File: src/rtl/dummy_adc_pkg.sv
// Shared constants and helpers for the synthetic ADC sample generator.
// Holds the pattern-mode encodings, the LFSR seed/taps and small pure
// functions used to build sample words.
package dummy_adc_pkg;

    typedef logic [1:0] adc_mode_t;

    localparam adc_mode_t MODE_RAMP  = 2'd0;
    localparam adc_mode_t MODE_CONST = 2'd1;
    localparam adc_mode_t MODE_LFSR  = 2'd2;
    localparam adc_mode_t MODE_ALT   = 2'd3;

    localparam logic [31:0] LFSR_SEED = 32'h00000001;
    localparam logic [31:0] LFSR_TAPS = 32'h80200003;

    // Galois step for x^32+x^22+x^2+x+1, shifting right.
    function automatic logic [31:0] lfsr_next(input logic [31:0] state);
        logic [31:0] shifted;
        shifted = state >> 1;
        if (state[0]) begin
            shifted = shifted ^ LFSR_TAPS;
        end
        return shifted;
    endfunction

    // Ramp word carries the complement of the sequence number in the upper half.
    function automatic logic [31:0] ramp_word(input logic [15:0] seq);
        return {~seq, seq};
    endfunction

endpackage

File: src/rtl/dummy_adc_gen_fifo.sv
// Single-clock first-word-fall-through FIFO. The head entry is always
// visible on rd_data while the FIFO is non-empty; rd_data reads as zero
// when empty. A synchronous flush empties it in one cycle.
module dummy_adc_gen_fifo #(
    parameter int DW = 32,
    parameter int AW = 4
) (
    input  logic          clk,
    input  logic          rst_n,
    input  logic          flush,
    input  logic          wr_en,
    input  logic [DW-1:0] wr_data,
    input  logic          rd_en,
    output logic [DW-1:0] rd_data,
    output logic          full,
    output logic          empty,
    output logic [AW:0]   level
);

    localparam int          DEPTH   = 1 << AW;
    localparam logic [AW:0] DEPTH_L = (AW + 1)'(DEPTH);

    logic [DW-1:0] mem [DEPTH];
    logic [AW-1:0] wr_ptr;
    logic [AW-1:0] rd_ptr;
    logic [AW:0]   count;
    logic          do_wr;
    logic          do_rd;

    assign empty = (count == '0);
    assign full  = (count == DEPTH_L);
    assign level = count;

    // A read frees a slot in the same cycle, so a full FIFO can accept a write alongside a read.
    assign do_rd = rd_en && !empty;
    assign do_wr = wr_en && (!full || do_rd);

    assign rd_data = empty ? '0 : mem[rd_ptr];

    // Pointer and occupancy bookkeeping; flush discards everything queued.
    always_ff @(posedge clk or negedge rst_n) begin
        if (!rst_n) begin
            wr_ptr <= '0;
            rd_ptr <= '0;
            count  <= '0;
        end else if (flush) begin
            wr_ptr <= '0;
            rd_ptr <= '0;
            count  <= '0;
        end else begin
            if (do_wr) begin
                wr_ptr <= wr_ptr + 1'b1;
            end
            if (do_rd) begin
                rd_ptr <= rd_ptr + 1'b1;
            end
            case ({do_wr, do_rd})
                2'b10:   count <= count + 1'b1;
                2'b01:   count <= count - 1'b1;
                default: count <= count;
            endcase
        end
    end

    // Storage array; contents need no reset because empty masks the output.
    always_ff @(posedge clk) begin
        if (do_wr && !flush) begin
            mem[wr_ptr] <= wr_data;
        end
    end

endmodule

File: src/rtl/dummy_adc_gen.sv
// Synthetic ADC sample source. A programmable divider produces sample
// ticks; each tick builds a word from the selected pattern generator and
// pushes it into a small FWFT FIFO that feeds an AXI4-Stream master.
// Dropped samples and generated ticks are counted for software readback.
module dummy_adc_gen #(
    parameter int C_DIV_WIDTH = 16,
    parameter int C_FIFO_AW   = 4
) (
    input  logic                   aclk,
    input  logic                   aresetn,
    input  logic                   ctrl_enable,
    input  logic [1:0]             ctrl_mode,
    input  logic [C_DIV_WIDTH-1:0] ctrl_divider,
    input  logic [31:0]            ctrl_const,
    input  logic                   ctrl_clear,
    output logic [31:0]            m_axis_tdata,
    output logic                   m_axis_tvalid,
    input  logic                   m_axis_tready,
    output logic                   stat_overflow,
    output logic [15:0]            stat_drop_count,
    output logic [31:0]            stat_sample_count,
    output logic [C_FIFO_AW:0]     fifo_level
);

    import dummy_adc_pkg::*;

    logic [C_DIV_WIDTH-1:0] div_cnt;
    logic                   tick;
    logic                   gen_tick;

    logic [15:0]            seq;
    logic [31:0]            lfsr;
    logic                   alt_phase;
    logic [31:0]            sample;

    logic                   fifo_full;
    logic                   fifo_empty;
    logic                   pop;
    logic                   push;
    logic                   drop;

    // A tick fires on the cycle the count matches the programmed period.
    assign tick     = ctrl_enable && (div_cnt == ctrl_divider);
    // Clear wins over a coincident tick, which is then neither stored nor counted.
    assign gen_tick = tick && !ctrl_clear;

    // Divider counter; held at zero while disabled and wraps naturally if the period shrinks below it.
    always_ff @(posedge aclk or negedge aresetn) begin
        if (!aresetn) begin
            div_cnt <= '0;
        end else if (ctrl_clear || !ctrl_enable || tick) begin
            div_cnt <= '0;
        end else begin
            div_cnt <= div_cnt + 1'b1;
        end
    end

    // Pattern state; each generator only steps on ticks taken in its own mode.
    always_ff @(posedge aclk or negedge aresetn) begin
        if (!aresetn) begin
            seq       <= '0;
            lfsr      <= LFSR_SEED;
            alt_phase <= 1'b0;
        end else if (ctrl_clear) begin
            seq       <= '0;
            lfsr      <= LFSR_SEED;
            alt_phase <= 1'b0;
        end else if (gen_tick) begin
            case (ctrl_mode)
                MODE_RAMP: seq       <= seq + 1'b1;
                MODE_LFSR: lfsr      <= lfsr_next(lfsr);
                MODE_ALT:  alt_phase <= ~alt_phase;
                default:   ;
            endcase
        end
    end

    // Sample word from the current pattern state; registered only via the FIFO.
    always_comb begin
        sample = '0;
        case (ctrl_mode)
            MODE_RAMP:  sample = ramp_word(seq);
            MODE_CONST: sample = ctrl_const;
            MODE_LFSR:  sample = lfsr;
            MODE_ALT:   sample = alt_phase ? ~ctrl_const : ctrl_const;
            default:    sample = '0;
        endcase
    end

    assign pop  = m_axis_tvalid && m_axis_tready;
    assign push = gen_tick && (!fifo_full || pop);
    assign drop = gen_tick && fifo_full && !pop;

    dummy_adc_gen_fifo #(
        .DW (32),
        .AW (C_FIFO_AW)
    ) u_fifo (
        .clk     (aclk),
        .rst_n   (aresetn),
        .flush   (ctrl_clear),
        .wr_en   (push),
        .wr_data (sample),
        .rd_en   (pop),
        .rd_data (m_axis_tdata),
        .full    (fifo_full),
        .empty   (fifo_empty),
        .level   (fifo_level)
    );

    assign m_axis_tvalid = !fifo_empty;

    // Status counters: sticky overflow, saturating drop count, wrapping tick count.
    always_ff @(posedge aclk or negedge aresetn) begin
        if (!aresetn) begin
            stat_overflow     <= 1'b0;
            stat_drop_count   <= '0;
            stat_sample_count <= '0;
        end else if (ctrl_clear) begin
            stat_overflow     <= 1'b0;
            stat_drop_count   <= '0;
            stat_sample_count <= '0;
        end else begin
            if (gen_tick) begin
                stat_sample_count <= stat_sample_count + 1'b1;
            end
            if (drop) begin
                stat_overflow <= 1'b1;
                if (stat_drop_count != 16'hFFFF) begin
                    stat_drop_count <= stat_drop_count + 1'b1;
                end
            end
        end
    end

endmodule
File: config.mk
export PLATFORM = sky130hd
export DESIGN_NAME = dummy_adc_gen
export DESIGN_NICKNAME = d
export VERILOG_FILES = /design/src/rtl/dummy_adc_pkg.sv /design/src/rtl/dummy_adc_gen_fifo.sv /design/src/rtl/dummy_adc_gen.sv
export SDC_FILE = /design/constraint.sdc
export NUM_CORES = 1
export LEC_CHECK = 0
export BUFFER_PORTS_ARGS = -buffer_cell sky130_fd_sc_hd__buf_2
export CAP_MARGIN = 0
export CORE_MARGIN = 2
export CORE_UTILIZATION = 30
export DETAILED_ROUTE_END_ITERATION = 8
export GPL_ROUTABILITY_DRIVEN = 0
export GPL_TIMING_DRIVEN = 0
export SLEW_MARGIN = 25
export SYNTH_ARGS = -nofsm -noshare
export SYNTH_HDL_FRONTEND = slang
export SYNTH_SLANG_ARGS = --single-unit
File: constraint.sdc
create_clock -name aclk -period 8.95 [get_ports aclk]
set_clock_uncertainty 0.2 [all_clocks]
set_input_delay 1.79 -clock aclk [delete_from_list [all_inputs] [get_ports aclk]]
set_output_delay 1.79 -clock aclk [all_outputs]
set_load 0.05 [all_outputs]
# --- Word-level counts from Yosys, hierarchy flattened ---
# Memories as Yosys holds them, arrays and structs flattened.
# Index checks and enable logic that the tools add are counted.
# Widths: inputs -> output; s select.
totals:
  reg_bits: 127
  ramBits: 512
  input_bits: 55
  out_inout_bits: 87
  wordCells: 93
  n_memories: 1
memory_table:
  columns: ["name", "depth", "word_bits", "read_ports", "rd_ports_with_merged_regs", "write_ports", "line", "text"]
  rows:
  - ["u_fifo.mem", 16, 32, 1, 0, 1, "dummy_adc_gen_fifo.sv:23", "logic [DW-1:0] mem [DEPTH];"]
op_classes:
  add_sub_neg: 8
  n_eq_ne: 8
  n_mux: 29
  bitwise_logic: 4
  reduce_logical: 33
ops:
  columns: ["operator", "count"]
  rows:
  - ["$mux 32", 8]
  - ["$pmux 32 s4", 1]
  - ["$mux 16", 7]
  - ["$add 16x1->16 const B", 3]
  - ["$add 32x1->32 const B", 1]
  - ["$not 32->32", 1]
  - ["$eq 16x16->1", 1]
  - ["$mux 4", 4]
  - ["$ne 16x16->1 const B", 1]
  - ["$not 16->16", 1]
  - ["$reduce_bool 2->1", 8]
  - ["$pmux 5 s2", 1]
  - ["$logic_and 1x1->1", 9]
  - ["$add 4x1->4 const B", 2]
  - ["$reduce_and 2->1", 4]
  - ["$mux 1", 7]
  - ["$eq 2x2->1 const B", 3]
  - ["$add 5x1->5 const B", 1]
  - ["$eq 5x5->1 const B", 1]
  - ["$logic_not 1->1", 5]
  - ["$logic_not 5->1", 1]
  - ["$mux 5", 1]
  - ["$sub 5x1->5 const B", 1]
  - ["$eq 2x1->1 const B", 2]
  - ["other kinds (5)", 8]

# --- Longest topological paths before layout ---
# Gate-level depths: netlist of run 1.
depth:
  depth_word: 9
  mapped_depth: 12
  ltp_nobuf: 11

# --- By module ---
# From an unflattened synthesis of run 1, not the netlist that was laid out.
hier_totals:
  hier_cells: 1750
  hier_area_um2: 27299.9
by_module_without_submodules:
  columns: ["mod", "n_inst", "cells_each", "area_per_inst_um2"]
  rows:
  - ["dummy_adc_gen_fifo", 1, 904, 20379.5]
  - ["dummy_adc_gen", 1, 846, 6920.4]

# --- Least setup slack after synthesis of run 1 ---
# Ideal clock, no wire load.
synth_path:
  path_type: "input to register"
  start: "in ctrl_divider[13]"
  end: "mem u_fifo.mem[3][0] (enable)"
  t_arrival_ns: 6.028
  t_required_ns: 8.249
  setup_slack_ns: 2.221
  stages: 6
  n_path_buf: 1
  cell_sequence: "xor2_1 > nor4_2 > and3_1 > clkbuf_1 > nand4_1 > nor4_1"
synth_between:
  elab_chain_cells: 8
synth_lines:
  columns: ["item", "line", "text"]
  rows:
  - ["start: declaration", "dummy_adc_gen.sv:13", "input logic [C_DIV_WIDTH-1:0] ctrl_divider,"]
  - ["$eq 16x16->1", "dummy_adc_gen.sv:43", "assign tick = ctrl_enable && (div_cnt == ctrl_divider);"]
  - ["$logic_and 1x1->1", "dummy_adc_gen.sv:43", null]
  - ["$logic_and 1x1->1", "dummy_adc_gen.sv:45", "assign gen_tick = tick && !ctrl_clear;"]
  - ["$logic_and 1x1->1", "dummy_adc_gen.sv:91", "assign push = gen_tick && (!fifo_full || pop);"]
  - ["$logic_and 1x1->1", "dummy_adc_gen_fifo.sv:36", "assign do_wr = wr_en && (!full || do_rd);"]
  - ["$logic_and 1x1->1", "dummy_adc_gen_fifo.sv:67", "if (do_wr && !flush) begin"]
  - ["$mux 1", "dummy_adc_gen_fifo.sv:67", null]
  - ["$mux 1 (implied by the code)", "dummy_adc_gen_fifo.sv:68", "mem[wr_ptr] <= wr_data;"]
  - ["end: declaration", "dummy_adc_gen_fifo.sv:23", null]
# No other way between the ends.

# --- Worst setup path in the final report of run 1 ---
layout_path:
  start: "reg u_fifo.rd_ptr[0]"
  end: "out m_axis_tdata[30]"
layout_between:
  elab_chain_cells: 2
layout_lines:
  columns: ["item", "line", "text"]
  rows:
  - ["start: declaration", "dummy_adc_gen_fifo.sv:25", "logic [AW-1:0] rd_ptr;"]
  - ["start signal: assignment", "dummy_adc_gen_fifo.sv:55", "rd_ptr <= rd_ptr + 1'b1;"]
  - ["$mem_v2 16x32", null, null]
  - ["$mux 32", "dummy_adc_gen_fifo.sv:38", "assign rd_data = empty ? '0 : mem[rd_ptr];"]
  - ["end: declaration", "dummy_adc_gen.sv:16", "output logic [31:0] m_axis_tdata,"]
# No other way between the ends.

==> results.toml, run 1 <==
[status]
outcome = "finished clean"

[cts]
cts.clk_slew.worst_paths_ns = 0.06
numCtsBuffers = 66
holdBufCountCts = 0
cts_buffer_depth = 3
clock-sinks = 639
cts_tree = "built"
cts_resized = 0
postCtsSetupRepairBufs = 0
ctsHtreeMaxLevel = 3
root_buffer = "clkbuf_16"
clock_latency_ns = 0.60

[timing]
setup_viol = 0
slew_viol_final = 0
fin_setup_tns_ns = 0
max-slew-margin-rel_pct = 32.6
period_needed_ns = 6.10
final.period_utilization_pct = 68.2
finalHoldViolCount = 0
tightest_slew_ns = 1.01
max_freq_mhz = 164
worst_hold_slack_ns = 0.322
rsz0062_at_grt = "no"

[yosys]
synth_cells = 1583
ys_types = 49
syn-cell-area_mm2 = 0.0267
syn-num-nets = 1649
yosys.area.top_type = "edfxtp_1"
synth_top_area_share_pct = 57.6
yosysSeqAreaShare_pct = 69.5
synthTopCellsByArea = "edfxtp_1 (58%), mux4_2 (13%), dfrtp_1 (12%), xor2_1 (1.6%), o21ai_0 (1.3%)"
yosys_register_bits = 639
synth.avg_cell_area_um2 = 16.9
ys_warn_count = 0

[grt]
grt_usage_pct = 15.5
overflow = 0
grt_pass1_vias = 15800
grt_pass1_wl_um = 104000
antenna_found_initial = 23
grt_max_degree = 94

[drt]
via_per_inst = 5.12
wl_um = 70600
first_pass_iters = 6
ant_nets = 0
vias = 15500
drt_iter0_drc = 1474
drcViolationCount = 0
routedWlPerCell_um = 23.3

[cells_and_area]
nets = 1881
final_common_cell = "edfxtp_1"
fin_cells = 3035
area_growth_pct = 17.7
drive_gt1_share_pct = 27.2
fillers = 8372
layout_common_cells = "edfxtp_1 (512), mux4_2 (160), buf_2 (151)"

[critical_path]
slowest_delay_ns = 0.81
startpoint_type = "flip-flop"
required_ns = 6.96
slowest_stage = "buf_1"
crit_fanout = 10
path_cells = "clkbuf_1, clkbuf_1, buf_1, mux4_2, mux4_2, and2_1, buf_2"
critPathCaptureType = "output pin"
criticalPathCategory = "reg2out"
crit_arrival_ns = 4.11

[floorplanning]
fp.dieArea_mm2 = 0.0914
core-area_mm2 = 0.0884
row_count = 109
die_height_um = 302
start_util_pct = 30.2
ios = 142
die_w_um = 302

[job]
cap_viol_max_count = 0

[place]
placedCellCount = 2912
hpwlAfterDp_um = 45700
io_buffer_count = 140

[min_path]
min-delay-path-class = "reg2reg"

[power]
ir_drop_mv = 0.111
power.density_mw_per_mm2 = 195
p_leak_nw = 10.4
-- cell usage after synthesis, drive strengths merged --
| library cell | count |
|---|---|
| a22o | 31 |
| xnor2 | 37 |
| o211ai | 1 |
| and2 | 49 |
| nand4 | 20 |
| or3 | 23 |
| nand3 | 52 |
| a31o | 1 |
| a22oi | 1 |
| nor2b | 2 |
| nor3 | 20 |
| ha | 11 |
| or2 | 3 |
| dfstp | 1 |
| a21boi | 1 |
| and3 | 10 |
| mux2 | 14 |
| or3b | 1 |
| mux2i | 7 |
| buf | 21 |
| nor4 | 11 |
| or4 | 1 |
| mux4 | 160 |
| o31ai | 2 |
| o221ai | 1 |
| nor2 | 87 |
| a21o | 1 |
| edfxtp | 512 |
| dfrtp | 126 |
| and4 | 6 |
| clkbuf | 70 |
| and3b | 1 |
| nand2 | 63 |
| a21oi | 57 |
| nand2b | 3 |
| o21ba | 1 |
| xor2 | 49 |
| inv | 17 |
| nand3b | 3 |
| o21ai | 72 |
| o22ai | 32 |
| nor4b | 1 |
| nor3b | 1 |
-- worst max-delay path: cells and delay by family, from the launching register on --
kind          cells  cell delay [ns]
buf+inv           4             1.81
flops             1             0.36
mux               2             1.09
simple gates      1             0.25
-- cell type report --
type | count | area [um2] | share of cell area, %
Sequential cell | 639 | 18600 | 59.0
Multi-Input combinational cell | 836 | 7910 | 25.2
Clock buffer | 85 | 1770 | 5.64
Tap cell | 1165 | 1460 | 4.64
Timing Repair Buffer | 164 | 947 | 3.01
Buffer | 91 | 369 | 1.17
Clock inverter | 30 | 332 | 1.06
Inverter | 17 | 63.8 | 0.203
Antenna cell | 8 | 20.0 | 0.0637
-- flip-flops by register name, indices dropped and copies added (netlist names) --
| name | cells |
|---|---|
| u_fifo.level | 5 |
| seq | 16 |
| stat_overflow | 1 |
| lfsr | 32 |
| u_fifo.rd_ptr | 4 |
| u_fifo.mem | 512 |
| u_fifo.wr_ptr | 4 |
| stat_drop_count | 16 |
| stat_sample_count | 32 |
| alt_phase | 1 |
| div_cnt | 16 |
-- per-stage QoR --
step / total power, mW / util, % / setup slack, ns / area (um2)
after floorplan: 3.38 / - / 2.22 / 26700
after global placement: 3.45 / 32.7 / -1.94 / 28900
after detailed placement: 3.47 / 33.1 / 3.36 / 29300
after CTS: 6.17 / 35.5 / 2.81 / 31400
after global routing: 6.29 / 35.5 / 2.65 / 31400
final: 6.13 / 35.6 / 2.85 / 31400
-- power breakdown --
part           switching (mW)  internal (mW)  leakage (nW)
Clock                    1.16           1.55          1.02
Combinational           0.135         0.0357          3.11
Sequential           0.000629           3.24          6.31
-- cells by family (layout without fill, tap and decap cells) --
family | count (synthesis) | in the layout | synth area share [%]
xor+xnor | 86 | 86 | 2.82
buf+inv | 108 | 387 | 1.56
fa+ha+maj | 11 | 11 | 0.515
other cells | 0 | 8 | 0
compound gates | 201 | 201 | 4.45
flops | 639 | 639 | 69.5
mux | 181 | 181 | 14.3
simple gates | 357 | 357 | 6.85
-- final timing paths --
kind / cells past startpoint / to / slack [ns] / from
max: 7 / m_axis_tdata[30] / 2.85 / u_fifo.rd_ptr[0]$_DFFE_PN0P_
min: 1 / lfsr[23]$_DFFE_PN0P_ / 0.32 / lfsr[24]$_DFFE_PN0P_
max reg2reg: 8 / u_fifo.mem[13][15]$_DFFE_PP_ / 4.76 / div_cnt[13]$_DFF_PN0_
min reg2reg: 1 / lfsr[23]$_DFFE_PN0P_ / 0.32 / lfsr[24]$_DFFE_PN0P_
max in group asynchronous: 2 / lfsr[0]$_DFFE_PN1P_ / 6.93 / aresetn
min in group asynchronous: 1 / stat_sample_count[21]$_DFFE_PN0P_ / 0.85 / aresetn
-- layer usage --
layer	GRT usage (%)	part of all wire (%)	up-vias
met2	25.3	48	577
met3	4.37	8.2	127
met4	3.61	1.8	24
met5	0	0.23	-
met1	20.5	42	8111
li1	-	-	6707
Power figures use the tool's default switching activity.
==> inputs of run 2 (changes only) <==
==> constraint.sdc (replaced) <==
create_clock -name aclk -period 5.7 [get_ports aclk]
set_clock_uncertainty 0.2 [all_clocks]
set_input_delay 1.14 -clock aclk [delete_from_list [all_inputs] [get_ports aclk]]
set_output_delay 1.14 -clock aclk [all_outputs]
set_load 0.05 [all_outputs]
==> run 2 against run 1 <==
Hold slack got worse by 0.11 ns. Via count is 0.60% lower. First-iteration DRC count increased by 3.2%. Power rose by 58%. Non-clock buffer count shrank 4. Die area unchanged. Largest cell class unchanged.
==> results.toml, run 2 (synthesized netlist as in run 1, its figures left out) <==
[timing]
setup_viol = 0
period_needed_ns = 5.25
max_freq_mhz = 191
slew_viol_final = 0
max-slew-margin-rel_pct = 32.2
final.period_utilization_pct = 92.0
finalHoldViolCount = 0
tightest_slew_ns = 1.02
rsz0062_at_grt = "no"
fin_ws_ns = 0.454
worst_hold_slack_ns = 0.211

[cells_and_area]
largest_reg_flops = 512
fin_cells = 3036
area_growth_pct = 17.9
postLayoutCoreUtil_pct = 35.6
reg_top3 = "u_fifo.mem (512), lfsr (32), stat_sample_count (32)"
final_common_cell = "edfxtp_1"
drive_gt1_share_pct = 27.2
nets = 1877
regMostFlops = "u_fifo.mem"
layout_common_cells = "edfxtp_1 (512), mux4_2 (160), buf_2 (146)"

[status]
outcome = "finished clean"

[floorplanning]
die_height_um = 302
row_count = 109
core-area_mm2 = 0.0884
fp.dieArea_mm2 = 0.0914
ios = 142
start_util_pct = 30.2
die_w_um = 302

[cts]
cts.clk_slew.worst_paths_ns = 0.06
ctsHtreeMaxLevel = 3
numCtsBuffers = 66
cts_tree = "built"
clock-sinks = 639
root_buffer = "clkbuf_16"
holdBufCountCts = 0
cts_buffer_depth = 3
clock_latency_ns = 0.60
postCtsSetupRepairBufs = 0
cts_resized = 0

[critical_path]
path_cells = "clkbuf_1, clkbuf_1, buf_1, mux4_2, mux4_2, and2_1, buf_2"
criticalPathCategory = "reg2out"
cp_num_buf_inv = 4
critPathCaptureType = "output pin"
slowest_stage = "buf_1"
crit_fanout = 10
slowest_delay_ns = 0.73
critPathTopFamily = "buffers and inverters"
crit_arrival_ns = 3.91
startpoint_type = "flip-flop"
required_ns = 4.36

[power]
power.density_mw_per_mm2 = 308
ir_drop_mv = 0.171
p_leak_nw = 10.5
power_mw = 9.69

[drt]
routedWlPerCell_um = 23.2
via_per_inst = 5.09
ant_nets = 0
drcViolationCount = 0
first_pass_iters = 7
wl_um = 70500
vias = 15500
drt_iter0_drc = 1521

[grt]
antenna_found_initial = 22
grt_pass1_wl_um = 104000
overflow = 0
grt_usage_pct = 15.5
grt_max_degree = 91
grt_pass1_vias = 15800

[place]
placedCellCount = 2908
dp_slack_ns = 0.621
io_buffer_count = 140
hpwlAfterDp_um = 46000

[min_path]
min-delay-path-class = "in2async"

[job]
cap_viol_max_count = 0
==> run 2: cell count changes in the layout (fill, tap and decap cells not counted), moves of 2 or more <==
cell and delta:
diode_2 +2, clkinv_1 +2, bufinv_16 +2, buf_2 -5, buf_4 +3
==> run 2: worst register-to-register path: stages, from the launching register on <==
cell and delay, ns:
dfrtp_1 0.43, xor2_1 0.17, nor4_2 0.36, and3_1 0.22
clkbuf_1 0.24, nand4_1 0.54, or2_2 0.58, nor3b_1 0.45
and2_4 0.68
==> run 2: worst paths after layout <==
path / startpoint / end / slack, ns / depth (start not counted)
max: u_fifo.rd_ptr[0]$_DFFE_PN0P_ / m_axis_tdata[7] / 0.45 / 7
min reg2reg: stat_overflow$_DFFE_PN0P_ / stat_overflow$_DFFE_PN0P_ / 0.31 / 1
max reg2reg: div_cnt[13]$_DFF_PN0_ / u_fifo.mem[13][10]$_DFFE_PP_ / 1.46 / 8
min in group aclk: stat_overflow$_DFFE_PN0P_ / stat_overflow$_DFFE_PN0P_ / 0.31 / 1
max in group asynchronous: aresetn / lfsr[0]$_DFFE_PN1P_ / 4.31 / 2
min: aresetn / stat_sample_count[17]$_DFFE_PN0P_ / 0.21 / 1
==> run 2: metrics by stage <==
step,TNS (ns),area [um2]
2_1_floorplan,0,26700
3_3_place_gp,-338.13,28900
3_5_place_dp,0,29300
4_1_cts,0,31400
5_1_grt,0,31500
6_report,0,31500
==> run 2: power by group <==
group / internal, mW / switching (mW)
clock: 2.53 / 1.80
combinational: 0.0556 / 0.213
sequential: 5.09 / 0.000965
total: 7.68 / 2.01
==> run 2: final cells by class <==
cell class	count	area, um2
Multi-Input combinational cell	836	7920
Clock inverter	34	399
Buffer	91	370
Sequential cell	639	18600
Clock buffer	84	1770
Antenna cell	10	25.0
Fill cell	8341	56900
Tap cell	1165	1460
Inverter	17	63.8
Timing Repair Buffer	160	928
==> run 2: per-layer routing <==
layer	routed length, um	track usage, %	up-vias
li1	-	-	6699
met3	5880	4.41	129
met2	33800	25.2	571
met4	1520	3.94	28
met5	192	0	-
met1	29100	20.5	8025
